`config.mk`:
```
export PLATFORM = sky130hd
export DESIGN_NAME = uart_tx_stream
export DESIGN_NICKNAME = d
export VERILOG_FILES = /design/src/rtl/uart_tx_stream.sv
export SDC_FILE = /design/constraint.sdc
export NUM_CORES = 1
export LEC_CHECK = 0
export BUFFER_PORTS_ARGS = -buffer_cell sky130_fd_sc_hd__buf_4
export CAP_MARGIN = 0
export CORE_MARGIN = 5
export CORE_UTILIZATION = 56
export CTS_CLUSTER_DIAMETER = 150
export DETAILED_ROUTE_END_ITERATION = 6
export PLACE_DENSITY = 0.76
export SYNTH_ARGS = -nofsm -noshare
export SYNTH_HDL_FRONTEND = slang
export SYNTH_SLANG_ARGS = --single-unit
```
`constraint.sdc`:
```
create_clock -name clk -period 3.3 [get_ports clk]
set_input_delay 0 -clock clk [delete_from_list [all_inputs] [get_ports clk]]
set_output_delay 0 -clock clk [all_outputs]
set_load 0.02 [all_outputs]
```
`src/rtl/uart_tx_stream.sv`:
```
// uart_tx_stream: buffered UART transmitter.
// A word-wide valid/ready port fills a power-of-two FIFO. A serializer drains it
// into frames of start, DATA_BITS data bits (LSB first), an optional parity bit
// and STOP_BITS stop bits. Frames run back-to-back while the FIFO holds data.
module uart_tx_stream #(
    parameter int CLKS_PER_BIT = 87,
    parameter int DATA_BITS    = 8,
    parameter int FIFO_DEPTH   = 16,
    parameter int PARITY       = 0,
    parameter int STOP_BITS    = 1
) (
    input  logic                          clk,
    input  logic                          rst,
    input  logic [DATA_BITS-1:0]          tx_data,
    input  logic                          tx_valid,
    output logic                          tx_ready,
    output logic                          tx_pin,
    output logic                          busy,
    output logic [$clog2(FIFO_DEPTH):0]   fifo_level,
    output logic                          overflow
);

    localparam int AW = $clog2(FIFO_DEPTH);
    // The baud counter also times the whole stop period, which may be two bits long.
    localparam int CW = $clog2(STOP_BITS * CLKS_PER_BIT);
    localparam int BW = $clog2(DATA_BITS);

    localparam logic [AW:0]   FULL      = (AW+1)'(FIFO_DEPTH);
    localparam logic [AW:0]   LVL_ONE   = (AW+1)'(1);
    localparam logic [AW-1:0] PTR_ONE   = AW'(1);
    localparam logic [CW-1:0] CNT_ONE   = CW'(1);
    localparam logic [CW-1:0] BIT_LAST  = CW'(CLKS_PER_BIT - 1);
    localparam logic [CW-1:0] STOP_LAST = CW'(STOP_BITS * CLKS_PER_BIT - 1);
    localparam logic [BW-1:0] DATA_LAST = BW'(DATA_BITS - 1);

    typedef enum logic [2:0] {
        S_IDLE,
        S_START,
        S_DATA,
        S_PARITY,
        S_STOP
    } state_t;

    state_t                state;
    logic [CW-1:0]         baud_cnt;
    logic [BW-1:0]         bit_cnt;
    logic [DATA_BITS-1:0]  shreg;
    logic                  par_bit;

    logic [DATA_BITS-1:0]  mem [FIFO_DEPTH];
    logic [AW-1:0]         wr_ptr;
    logic [AW-1:0]         rd_ptr;
    logic [DATA_BITS-1:0]  head;
    logic                  push;
    logic                  pop;

    assign tx_ready = (fifo_level != FULL);
    assign push     = tx_valid & tx_ready;
    assign head     = mem[rd_ptr];
    // The serializer takes a word when idle, or on the final stop cycle so the
    // next start bit follows with no idle gap.
    assign pop      = (fifo_level != '0) &&
                      ((state == S_IDLE) || ((state == S_STOP) && (baud_cnt == STOP_LAST)));
    assign busy     = (state != S_IDLE) | (fifo_level != '0);

    // FIFO storage: no reset needed, validity is tracked by the pointers and level.
    always_ff @(posedge clk) begin
        if (push)
            mem[wr_ptr] <= tx_data;
    end

    // FIFO pointers, level and sticky overflow flag.
    always_ff @(posedge clk or posedge rst) begin
        if (rst) begin
            wr_ptr     <= '0;
            rd_ptr     <= '0;
            fifo_level <= '0;
            overflow   <= 1'b0;
        end else begin
            if (push)
                wr_ptr <= wr_ptr + PTR_ONE;
            if (pop)
                rd_ptr <= rd_ptr + PTR_ONE;
            case ({push, pop})
                2'b10:   fifo_level <= fifo_level + LVL_ONE;
                2'b01:   fifo_level <= fifo_level - LVL_ONE;
                default: fifo_level <= fifo_level;
            endcase
            if (tx_valid && !tx_ready)
                overflow <= 1'b1;
        end
    end

    // Frame sequencer: start, data, optional parity, stop, then idle or next frame.
    always_ff @(posedge clk or posedge rst) begin
        if (rst) begin
            state    <= S_IDLE;
            baud_cnt <= '0;
            bit_cnt  <= '0;
            shreg    <= '0;
            par_bit  <= 1'b0;
        end else begin
            case (state)
                S_IDLE: begin
                    baud_cnt <= '0;
                    if (pop) begin
                        shreg   <= head;
                        par_bit <= (PARITY == 1) ? ~^head : ^head;
                        state   <= S_START;
                    end
                end
                S_START: begin
                    if (baud_cnt == BIT_LAST) begin
                        baud_cnt <= '0;
                        bit_cnt  <= '0;
                        state    <= S_DATA;
                    end else begin
                        baud_cnt <= baud_cnt + CNT_ONE;
                    end
                end
                S_DATA: begin
                    if (baud_cnt == BIT_LAST) begin
                        baud_cnt <= '0;
                        shreg    <= shreg >> 1;
                        if (bit_cnt == DATA_LAST)
                            state <= (PARITY != 0) ? S_PARITY : S_STOP;
                        else
                            bit_cnt <= bit_cnt + 1'b1;
                    end else begin
                        baud_cnt <= baud_cnt + CNT_ONE;
                    end
                end
                S_PARITY: begin
                    if (baud_cnt == BIT_LAST) begin
                        baud_cnt <= '0;
                        state    <= S_STOP;
                    end else begin
                        baud_cnt <= baud_cnt + CNT_ONE;
                    end
                end
                S_STOP: begin
                    if (baud_cnt == STOP_LAST) begin
                        baud_cnt <= '0;
                        if (pop) begin
                            shreg   <= head;
                            par_bit <= (PARITY == 1) ? ~^head : ^head;
                            state   <= S_START;
                        end else begin
                            state <= S_IDLE;
                        end
                    end else begin
                        baud_cnt <= baud_cnt + CNT_ONE;
                    end
                end
                default: state <= S_IDLE;
            endcase
        end
    end

    // Registered line driver: follows the sequencer one cycle later, so every
    // bit keeps its full length and the pin never glitches.
    always_ff @(posedge clk or posedge rst) begin
        if (rst) begin
            tx_pin <= 1'b1;
        end else begin
            case (state)
                S_START:  tx_pin <= 1'b0;
                S_DATA:   tx_pin <= shreg[0];
                S_PARITY: tx_pin <= par_bit;
                default:  tx_pin <= 1'b1;
            endcase
        end
    end

endmodule

```
==> results.sh, run 1 <==
export IMPL_groute_usage_overall_pct=19.3
export IMPL_core_area_um2=12100
export IMPL_maxSlewViolCount=0
export IMPL_synth_warnings=0
export IMPL_cp_cell_sequence="inv_1, ha_1, nand4b_1, nor3b_1, nand2b_1, nand2_1, nor2_2, ha_2, xor2_1, ha_1, o21ai_0, a21oi_1, a21oi_1, xor2_1, nor2_1, xor2_1"
export IMPL_max_slew_worst_pin_slew_ns=1.39
export IMPL_area_delta_synth_final_pct=14.2
export IMPL_synth_area_per_cell_um2=16.3
export IMPL_stdcell_count=642
export IMPL_cp_slowest_stage_delay_ns=0.42
export IMPL_place_area_um2=7250
export IMPL_dp_cells=600
export IMPL_drtIter0Drc=378
export IMPL_grt_max_degree=36
export IMPL_required_ns=3.60
export IMPL_die_x_um=122
export IMPL_dr_pass1_iters=5
export IMPL_crit_top_cell="xor2_1"
export IMPL_routed_via_count=3741
export IMPL_port_buffers=19
export IMPL_synth_top_flop_cell="edfxtp_1"
export IMPL_total_power_mw=5.21
export IMPL_rsz0062_at_grt="no"
export IMPL_startpoint_type="flop"
export IMPL_pin_count=20
export IMPL_drc=0
export IMPL_tns_ns=0
export IMPL_clock_skew_ns=0.00960
export IMPL_max_cap_viol_count=0
export IMPL_num_nets_final=485
export IMPL_start_util_pct=57.5
export IMPL_synth_cell_types=42
export IMPL_htree_levels=4
export IMPL_wl_per_cell_um=20.4
export IMPL_rrSetupSlack_ns=0.25
export IMPL_fp_row_count=40
export IMPL_end_kind="flop"
export IMPL_drive_gt1_share_pct=17.7
export IMPL_grt_pass1_wl_um=20900
export IMPL_vias_per_cell=5.83
export IMPL_synth_edff_count=128
export IMPL_setup_viol=0
export IMPL_clk_pin_slew_ns=0.06
export IMPL_reg2reg_from="baud_cnt[0]"
export IMPL_cp_arrival_ns=3.35
export IMPL_die_h_um=122
export IMPL_ant_nets=0
export IMPL_synthArstFlopShare_pct=22.4
export IMPL_p_leak_nw=2.81
export IMPL_critical_path_class="flop to flop"
export IMPL_routed_wl_um=13100
export IMPL_die_area_um2=14800
export IMPL_hold_path_class="primary input to flop"
export IMPL_fmax_mhz=328
export IMPL_critical_path_slowest_cell="dfrtp_1"
export IMPL_synth_cell_area_um2=6960
export IMPL_synthCells=426
export IMPL_holdWs_ns=0.377
export IMPL_status="finished, final reports clean"
export IMPL_clockBufferDepth=2
export IMPL_cp_max_fo=8
export IMPL_final_cell_mix="128 x edfxtp_1, 35 x dfrtp_1, 33 x nor2_1"
export IMPL_synth_seq_area_share_pct=68.5
export IMPL_place_congestion=0.829
export IMPL_synth_seq_cells=165
export IMPL_startpoint="baud_cnt[0]"
export IMPL_fin_area_um2=7950
export IMPL_grt_pass1_vias=3861
export IMPL_grt_remaining_overflow=0
export IMPL_grt_antenna_before_repair=0
export IMPL_cts_buffers_inserted=17
export IMPL_slew_headroom_pct=6.47
export IMPL_irDropWorstVdd_uv=470
export IMPL_cts_tree="yes"
export IMPL_p_per_area_nw_per_um2=655
export IMPL_synth_nets=450
export IMPL_reg2reg_depth=16
export IMPL_root_buffer="clkbuf_16"
export IMPL_layout_commonest_cell="edfxtp_1"
export IMPL_fin_ws_ns=0.252
export IMPL_clk_latency_ns=0.42
export IMPL_utilization_pct=65.6
export IMPL_r2r_end="fifo_level[4]"
export IMPL_dp_slack_ns=0.183
export IMPL_finalHoldViolCount=0
export IMPL_diodes=0
export IMPL_dpl_hpwl_um=8240
export IMPL_clkSinkCount=165
export IMPL_fin_crit_ns=3.05
export IMPL_crit_path_end="fifo_level[4]"
export IMPL_fin_crit_sh_pct=92.4
## routing by layer
layer  vias up  share of wire [%]  GRT usage [%]
met2       123                 51           30.6
li1       1701                  -              -
met5         -                  0              0
met4         0                2.7           7.84
met1      1887                 41           25.7
met3        30                5.1           4.94
## synthesized netlist by cell type (2+ instances only)
master / instances / area (µm²)
nand3_1: 4 / 20.0
o21ai_0: 16 / 80.1
buf_1: 2 / 7.51
nand2_1: 32 / 120
buf_4: 3 / 22.5
xor2_1: 6 / 52.6
nor3b_1: 2 / 15.0
nor2b_1: 6 / 37.5
clkbuf_1: 6 / 22.5
xnor2_1: 14 / 123
mux4_2: 21 / 473
nor2_1: 33 / 124
dfrtp_1: 36 / 901
nor3_1: 5 / 25.0
edfxtp_1: 128 / 3840
mux4_1: 11 / 289
buf_2: 4 / 20.0
nand4_1: 2 / 12.5
mux2_2: 2 / 22.5
a22oi_1: 17 / 128
buf_6: 2 / 22.5
clkdlybuf4s25_2: 3 / 30.0
o31ai_1: 2 / 15.0
mux2i_1: 10 / 100
nand2b_1: 6 / 37.5
and2_1: 2 / 12.5
a21oi_1: 15 / 75.1
ha_1: 13 / 163
inv_1: 10 / 37.5
## critical path: cells and delay by family, from the launching register on
family / cells / cell delay [ns]
AO/OA/AOI/OAI: 3 / 0.54
XOR/XNOR: 3 / 0.39
adder cells (fa/ha/maj): 3 / 0.66
buffers and inverters: 1 / 0.07
flip-flops: 1 / 0.42
AND/OR/NAND/NOR: 6 / 0.82
## repair_timing
| item | in CTS | in global routing |
|---|---|---|
| buffers inserted | 0 | 0 |
| setup endpoints to repair | 0 | 1 |
| endpoints found under the hold margin | 156 | 0 |
| resized for setup | 0 | 2 |
| hold buffers | 10 | 0 |
## cell families (layout without fill, tap and decap cells)
group | count (synthesis) | after routing | share of synthesized area [%]
AOI/OAI and AO/OA | 56 | 56 | 5.01
xor gates and xnor gates | 20 | 20 | 2.52
adders and majority gates | 13 | 13 | 2.34
buffers and inverters | 31 | 79 | 2.62
DFF | 165 | 165 | 68.5
muxes | 44 | 44 | 12.7
and+or+nand+nor | 97 | 97 | 6.31
## sequential cells by signal, summed over array words and instances (netlist names)
register / count
wr_ptr: 4
bit_cnt: 3
par_bit: 1
overflow: 1
tx_pin: 1
mem: 128
baud_cnt: 7
rd_ptr: 4
state: 3
fifo_level: 5
shreg: 8
## final cells by class
| cell class | instances | area, µm² |
|---|---|---|
| clock inverter | 12 | 154 |
| sequential | 165 | 4770 |
| clock buffer | 20 | 437 |
| fill | 840 | 4160 |
| inverter | 10 | 37.5 |
| timing repair buffer | 37 | 315 |
| tap | 168 | 210 |
| multi-input combinational | 230 | 2020 |
## where the power goes
| group | total, mW | switching (mW) | internal [mW] |
|---|---|---|---|
| registers | 2.61 | 0.137 | 2.47 |
| clock network | 1.97 | 0.775 | 1.19 |
| logic | 0.637 | 0.386 | 0.251 |
| total | 5.21 | 1.30 | 3.91 |
## worst min path at each step
stage / cells after the start / startpoint / slack, ns / endpoint
floorplan: 0 / tx_data[0] / 0.1 / mem[0][0]
detailed placement: 2 / tx_valid / 0.26 / overflow
finish: 3 / tx_valid / 0.38 / overflow
global route: 3 / tx_valid / 0.39 / overflow
global placement: 2 / tx_valid / 0.26 / overflow
CTS: 3 / tx_valid / 0.36 / overflow
Power figures use the tool's default switching activity.
==> run 2, diff against run 1 <==
CORE_ASPECT_RATIO = 1.4   (was not set)
==> run 2 against run 1 <==
Die area grew 0.22%; critical path depth is the same; wire length shrank 2.5%; register-to-register slack gained 0.22 ns; sequential power is essentially flat; cell count shrank 2.6%; count of clock-buffer cells in the layout shrank 2.
==> results.sh, run 2 (synthesized netlist as in run 1, its figures left out) <==
export IMPL_largest_reg_flops=128
export IMPL_reg2reg_from="baud_cnt[0]"
export IMPL_max_cap_viol_count=0
export IMPL_rsz0062_at_grt="no"
export IMPL_grt_pass1_wl_um=20500
export IMPL_dpl_hpwl_um=8250
export IMPL_grt_pass1_vias=3793
export IMPL_end_kind="flop"
export IMPL_drive_gt1_share_pct=18.5
export IMPL_setup_viol=0
export IMPL_top_regs="mem (128), shreg (8), baud_cnt (7)"
export IMPL_clockBufferDepth=2
export IMPL_dr_pass1_iters=4
export IMPL_status="finished, final reports clean"
export IMPL_startpoint="baud_cnt[0]"
export IMPL_clock_skew_ns=0.00691
export IMPL_wl_per_cell_um=20.5
export IMPL_cts_setup_buffers=0
export IMPL_grt_remaining_overflow=0
export IMPL_cp_max_fo=6
export IMPL_total_power_mw=5.05
export IMPL_final_cell_mix="128 x edfxtp_1, 35 x dfrtp_1, 33 x nor2_1"
export IMPL_drc=0
export IMPL_finalHoldViolCount=0
export IMPL_die_area_um2=14800
export IMPL_fp_row_count=48
export IMPL_clk_latency_ns=0.42
export IMPL_core_area_um2=12300
export IMPL_startpoint_type="flop"
export IMPL_cp_arrival_ns=3.13
export IMPL_p_per_area_nw_per_um2=640
export IMPL_maxSlewViolCount=0
export IMPL_layout_commonest_cell="edfxtp_1"
export IMPL_routed_via_count=3680
export IMPL_groute_usage_overall_pct=18.5
export IMPL_port_buffers=19
export IMPL_p_leak_nw=2.81
export IMPL_grt_max_degree=36
export IMPL_place_congestion=0.821
export IMPL_cts_tree="yes"
export IMPL_htree_levels=4
export IMPL_cts_buffers_inserted=17
export IMPL_required_ns=3.60
export IMPL_fin_crit_ns=2.83
export IMPL_critical_path_class="flop to flop"
export IMPL_root_buffer="clkbuf_16"
export IMPL_rrSetupSlack_ns=0.47
export IMPL_die_x_um=104
export IMPL_max_slew_worst_pin_slew_ns=0.976
export IMPL_regMostFlops="mem"
export IMPL_drtIter0Drc=290
export IMPL_die_h_um=142
export IMPL_diodes=0
export IMPL_pin_count=20
export IMPL_vias_per_cell=5.89
export IMPL_fin_crit_sh_pct=85.8
export IMPL_clkSinkCount=165
export IMPL_slew_headroom_pct=34.9
export IMPL_ant_nets=0
export IMPL_area_delta_synth_final_pct=13.5
export IMPL_hold_path_class="primary input to async pin"
export IMPL_routed_wl_um=12800
export IMPL_start_util_pct=56.8
export IMPL_fmax_mhz=353
export IMPL_num_nets_final=487
export IMPL_clk_pin_slew_ns=0.06
export IMPL_grt_antenna_before_repair=0
export IMPL_irDropWorstVdd_uv=401
export IMPL_tns_ns=0
-- run 2: worst paths after layout --
path | endpoint | cells after the start
hold reg to reg | overflow | 1
hold / removal | state[1] | 3
min in group clk | overflow | 3
setup / recovery | fifo_level[4] | 16
setup reg to reg | fifo_level[4] | 16
max in group asynchronous | shreg[4] | 4
-- run 2: area by class of cell --
type	instances	area [µm²]
Clock buffer	18	429
Inverter	10	37.5
Multi-Input combinational cell	230	2020
Fill cell	849	4350
Tap cell	150	188
Sequential cell	165	4770
Timing Repair Buffer	39	343
Clock inverter	13	111
-- run 2: power breakdown --
part           switching [mW]  internal (mW)  leakage [nW]
registers               0.129           2.47          1.61
logic                   0.382          0.257         0.934
clock network           0.835          0.984         0.264
total                    1.35           3.71          2.81
-- run 2: what timing repair did --
action | CTS | global route
gates resized for setup | 0 | 2
hold buffers | 10 | 0
hold endpoints to repair | 152 | 0
endpoints found under the setup margin | 0 | 1
-- run 2: critical path: stages, from the launching register on --
cell and delay, ns:
dfrtp_1 0.41, inv_1 0.07, ha_1 0.14, nand4b_1 0.11, nor3b_2 0.32, nand2b_1 0.19
nand2_1 0.09, nor2_2 0.12, ha_1 0.20, xor2_1 0.08, ha_1 0.22, o21ai_0 0.15
a21oi_1 0.09, a21oi_1 0.17, xor2_1 0.16, nor2_1 0.06, xor2_1 0.14
-- run 2: stage by stage --
stage / setup slack [ns] / hold slack [ns] / util, % / std cells / instance area, µm²
final: 0.468 / 0.367 / 64.5 / 625 / 7900
after global routing: 0.0585 / 0.376 / 64.5 / 625 / 7900
after CTS: 0.289 / 0.365 / 64.4 / 625 / 7890
after detailed placement: 0.312 / 0.256 / 59.2 / 584 / 7250
after global placement: 0.362 / 0.255 / 59.2 / 584 / 7250
after floorplan: 0.0661 / 0.0989 / - / 426 / 6960
-- run 2: layer usage --
| metal | GRT usage [%] | share of wire (%) | up-vias |
|---|---|---|---|
| met1 | 22.3 | 39 | 1880 |
| met5 | 0 | 0 | - |
| met4 | 8.12 | 2.8 | 0 |
| met3 | 4.18 | 3.5 | 26 |
| li1 | - | - | 1699 |
| met2 | 32.3 | 54 | 75 |
==> run 3, diff against run 2 <==
--- a/config.mk
+++ b/config.mk
@@ -11,6 +11,6 @@
 export CORE_MARGIN = 5
-export CORE_UTILIZATION = 56
+export CORE_UTILIZATION = 60
 export CTS_CLUSTER_DIAMETER = 150
 export DETAILED_ROUTE_END_ITERATION = 6
-export PLACE_DENSITY = 0.76
+export PLACE_DENSITY = 0.77
 export SYNTH_ARGS = -nofsm -noshare
==> constraint.sdc (replaced) <==
create_clock -name clk -period 3.6 [get_ports clk]
set_input_delay 0 -clock clk [delete_from_list [all_inputs] [get_ports clk]]
set_output_delay 0 -clock clk [all_outputs]
set_load 0.1 [all_outputs]
==> run 3 against run 2 <==
Clock skew fell by 0.0015 ns; non-clock buffer count is the same; sequential share of layout area fell by 0.12 points; clock power fell by 7%; largest power group unchanged; sequential power fell by 7.7%.
==> results.sh, run 3 (synthesized netlist as in run 1, its figures left out) <==
export IMPL_drtIter0Drc=260
export IMPL_die_x_um=101
export IMPL_fin_crit_sh_pct=88.4
export IMPL_rsz0062_at_grt="no"
export IMPL_area_delta_synth_final_pct=13.8
export IMPL_htree_levels=4
export IMPL_die_h_um=137
export IMPL_diodes=0
export IMPL_drive_gt1_share_pct=19.5
export IMPL_layout_commonest_cell="edfxtp_1"
export IMPL_total_power_mw=4.92
export IMPL_place_congestion=0.832
export IMPL_max_slew_worst_pin_slew_ns=0.910
export IMPL_routed_via_count=3738
export IMPL_die_area_um2=13900
export IMPL_required_ns=3.90
export IMPL_dr_pass1_iters=6
export IMPL_clkSinkCount=165
export IMPL_p_leak_nw=2.82
export IMPL_reg2reg_depth=16
export IMPL_num_fill_cells=722
export IMPL_drc=0
export IMPL_met2_usage_pct=36.8
export IMPL_irDropWorstVdd_uv=456
export IMPL_max_cap_viol_count=0
export IMPL_port_buffers=19
export IMPL_routed_wl_um=13100
export IMPL_num_nets_final=487
export IMPL_vias_per_cell=6.03
export IMPL_top_regs="mem (128), shreg (8), baud_cnt (7)"
export IMPL_fp_row_count=46
export IMPL_grt_busiest_layer="met2"
export IMPL_status="finished, final reports clean"
export IMPL_cp_arrival_ns=3.48
export IMPL_cts_tree="yes"
export IMPL_dp_slack_ns=0.298
export IMPL_finalHoldViolCount=0
export IMPL_groute_usage_overall_pct=20.9
export IMPL_stdcell_count=620
export IMPL_dpl_hpwl_um=8540
export IMPL_ant_nets=0
export IMPL_use_met1_pct=25.1
export IMPL_grt_max_degree=35
export IMPL_dp_cells=578
export IMPL_startpoint_type="flop"
export IMPL_regMostFlops="mem"
export IMPL_clk_pin_slew_ns=0.07
export IMPL_grt_pass1_vias=3829
export IMPL_p_per_area_nw_per_um2=621
export IMPL_grt_remaining_overflow=0
export IMPL_tns_ns=0
export IMPL_clockBufferDepth=2
export IMPL_fin_crit_ns=3.18
export IMPL_fin_ws_ns=0.418
export IMPL_root_buffer="clkbuf_16"
export IMPL_pin_count=20
export IMPL_cp_max_fo=8
export IMPL_core_area_um2=11300
export IMPL_start_util_pct=61.4
export IMPL_grtUsageMet3_pct=5.12
export IMPL_grt_antenna_before_repair=0
export IMPL_grt_pass1_wl_um=20800
export IMPL_hold_path_class="primary input to async pin"
export IMPL_setup_viol=0
export IMPL_slew_headroom_pct=39.1
export IMPL_end_kind="flop"
export IMPL_r2r_end="fifo_level[4]"
export IMPL_critical_path_class="flop to flop"
export IMPL_clock_skew_ns=0.00544
export IMPL_maxSlewViolCount=0
export IMPL_clk_latency_ns=0.42
export IMPL_wl_per_cell_um=21.1
export IMPL_cts_buffers_inserted=17
export IMPL_reg2reg_from="baud_cnt[0]"
export IMPL_final_cell_mix="128 x edfxtp_1, 33 x nor2_1, 32 x dfrtp_1"
export IMPL_fmax_mhz=314
export IMPL_largest_reg_flops=128
export IMPL_rrSetupSlack_ns=0.42
-- run 3: worst max-delay path by stage --
| stage | endpoint | startpoint | depth (start not counted) |
|---|---|---|---|
| finish | fifo_level[4] | baud_cnt[0] | 16 |
| global route | fifo_level[4] | baud_cnt[0] | 16 |
| CTS | fifo_level[4] | baud_cnt[0] | 16 |
| detailed placement | fifo_level[4] | baud_cnt[0] | 16 |
| global placement | fifo_level[4] | baud_cnt[0] | 16 |
| floorplan | fifo_level[4] | fifo_level[1] | 16 |
-- run 3: area by class of cell --
cell class | instances | area, µm² | area share [%]
Sequential cell | 165 | 4780 | 60.3
Tap cell | 144 | 180 | 2.27
Clock buffer | 17 | 425 | 5.37
Multi-Input combinational cell | 230 | 2040 | 25.7
Clock inverter | 15 | 138 | 1.74
Timing Repair Buffer | 39 | 330 | 4.17
Inverter | 10 | 37.5 | 0.474
-- run 3: timing repair --
action	CTS	global route
gates resized for setup	0	1
hold endpoints to repair	165	0
setup endpoints to repair	0	1
setup buffers	0	0
hold buffers	10	0
-- run 3: routing by layer --
layer	wire length (µm)	up-vias
met5	0	-
met4	239	0
met3	593	22
met2	7160	118
met1	5110	1893
li1	-	1705
-- run 3: metrics by stage --
step | instance area [µm²] | hold WS [ns] | util, %
after global routing | 7930 | 0.106 | 69.9
after floorplan | 6990 | 0.0989 | -
after detailed placement | 7260 | -0.0122 | 64.0
final | 7930 | 0.0892 | 69.9
after CTS | 7920 | 0.0896 | 69.9
after global placement | 7260 | -0.0285 | 64.0
-- run 3: worst max-delay path, cell delays in order (launching register included) --
cell and delay, ns:
dfrtp_1 0.42, inv_1 0.08, ha_1 0.15, nand4b_1 0.12, nor3b_2 0.31, nand2b_1 0.20
nand2_1 0.09, nor2_2 0.11, ha_1 0.33, xor2_1 0.11, ha_1 0.23, o21ai_0 0.25
a21oi_1 0.12, a21oi_1 0.19, xor2_1 0.16, nor2_1 0.06, xor2_1 0.14
-- run 3: where the power goes --
part	total, mW	internal (mW)	switching (mW)
Clock	1.70	0.915	0.787
Combinational	0.818	0.242	0.575
Sequential	2.40	2.27	0.136
Total	4.92	3.42	1.50
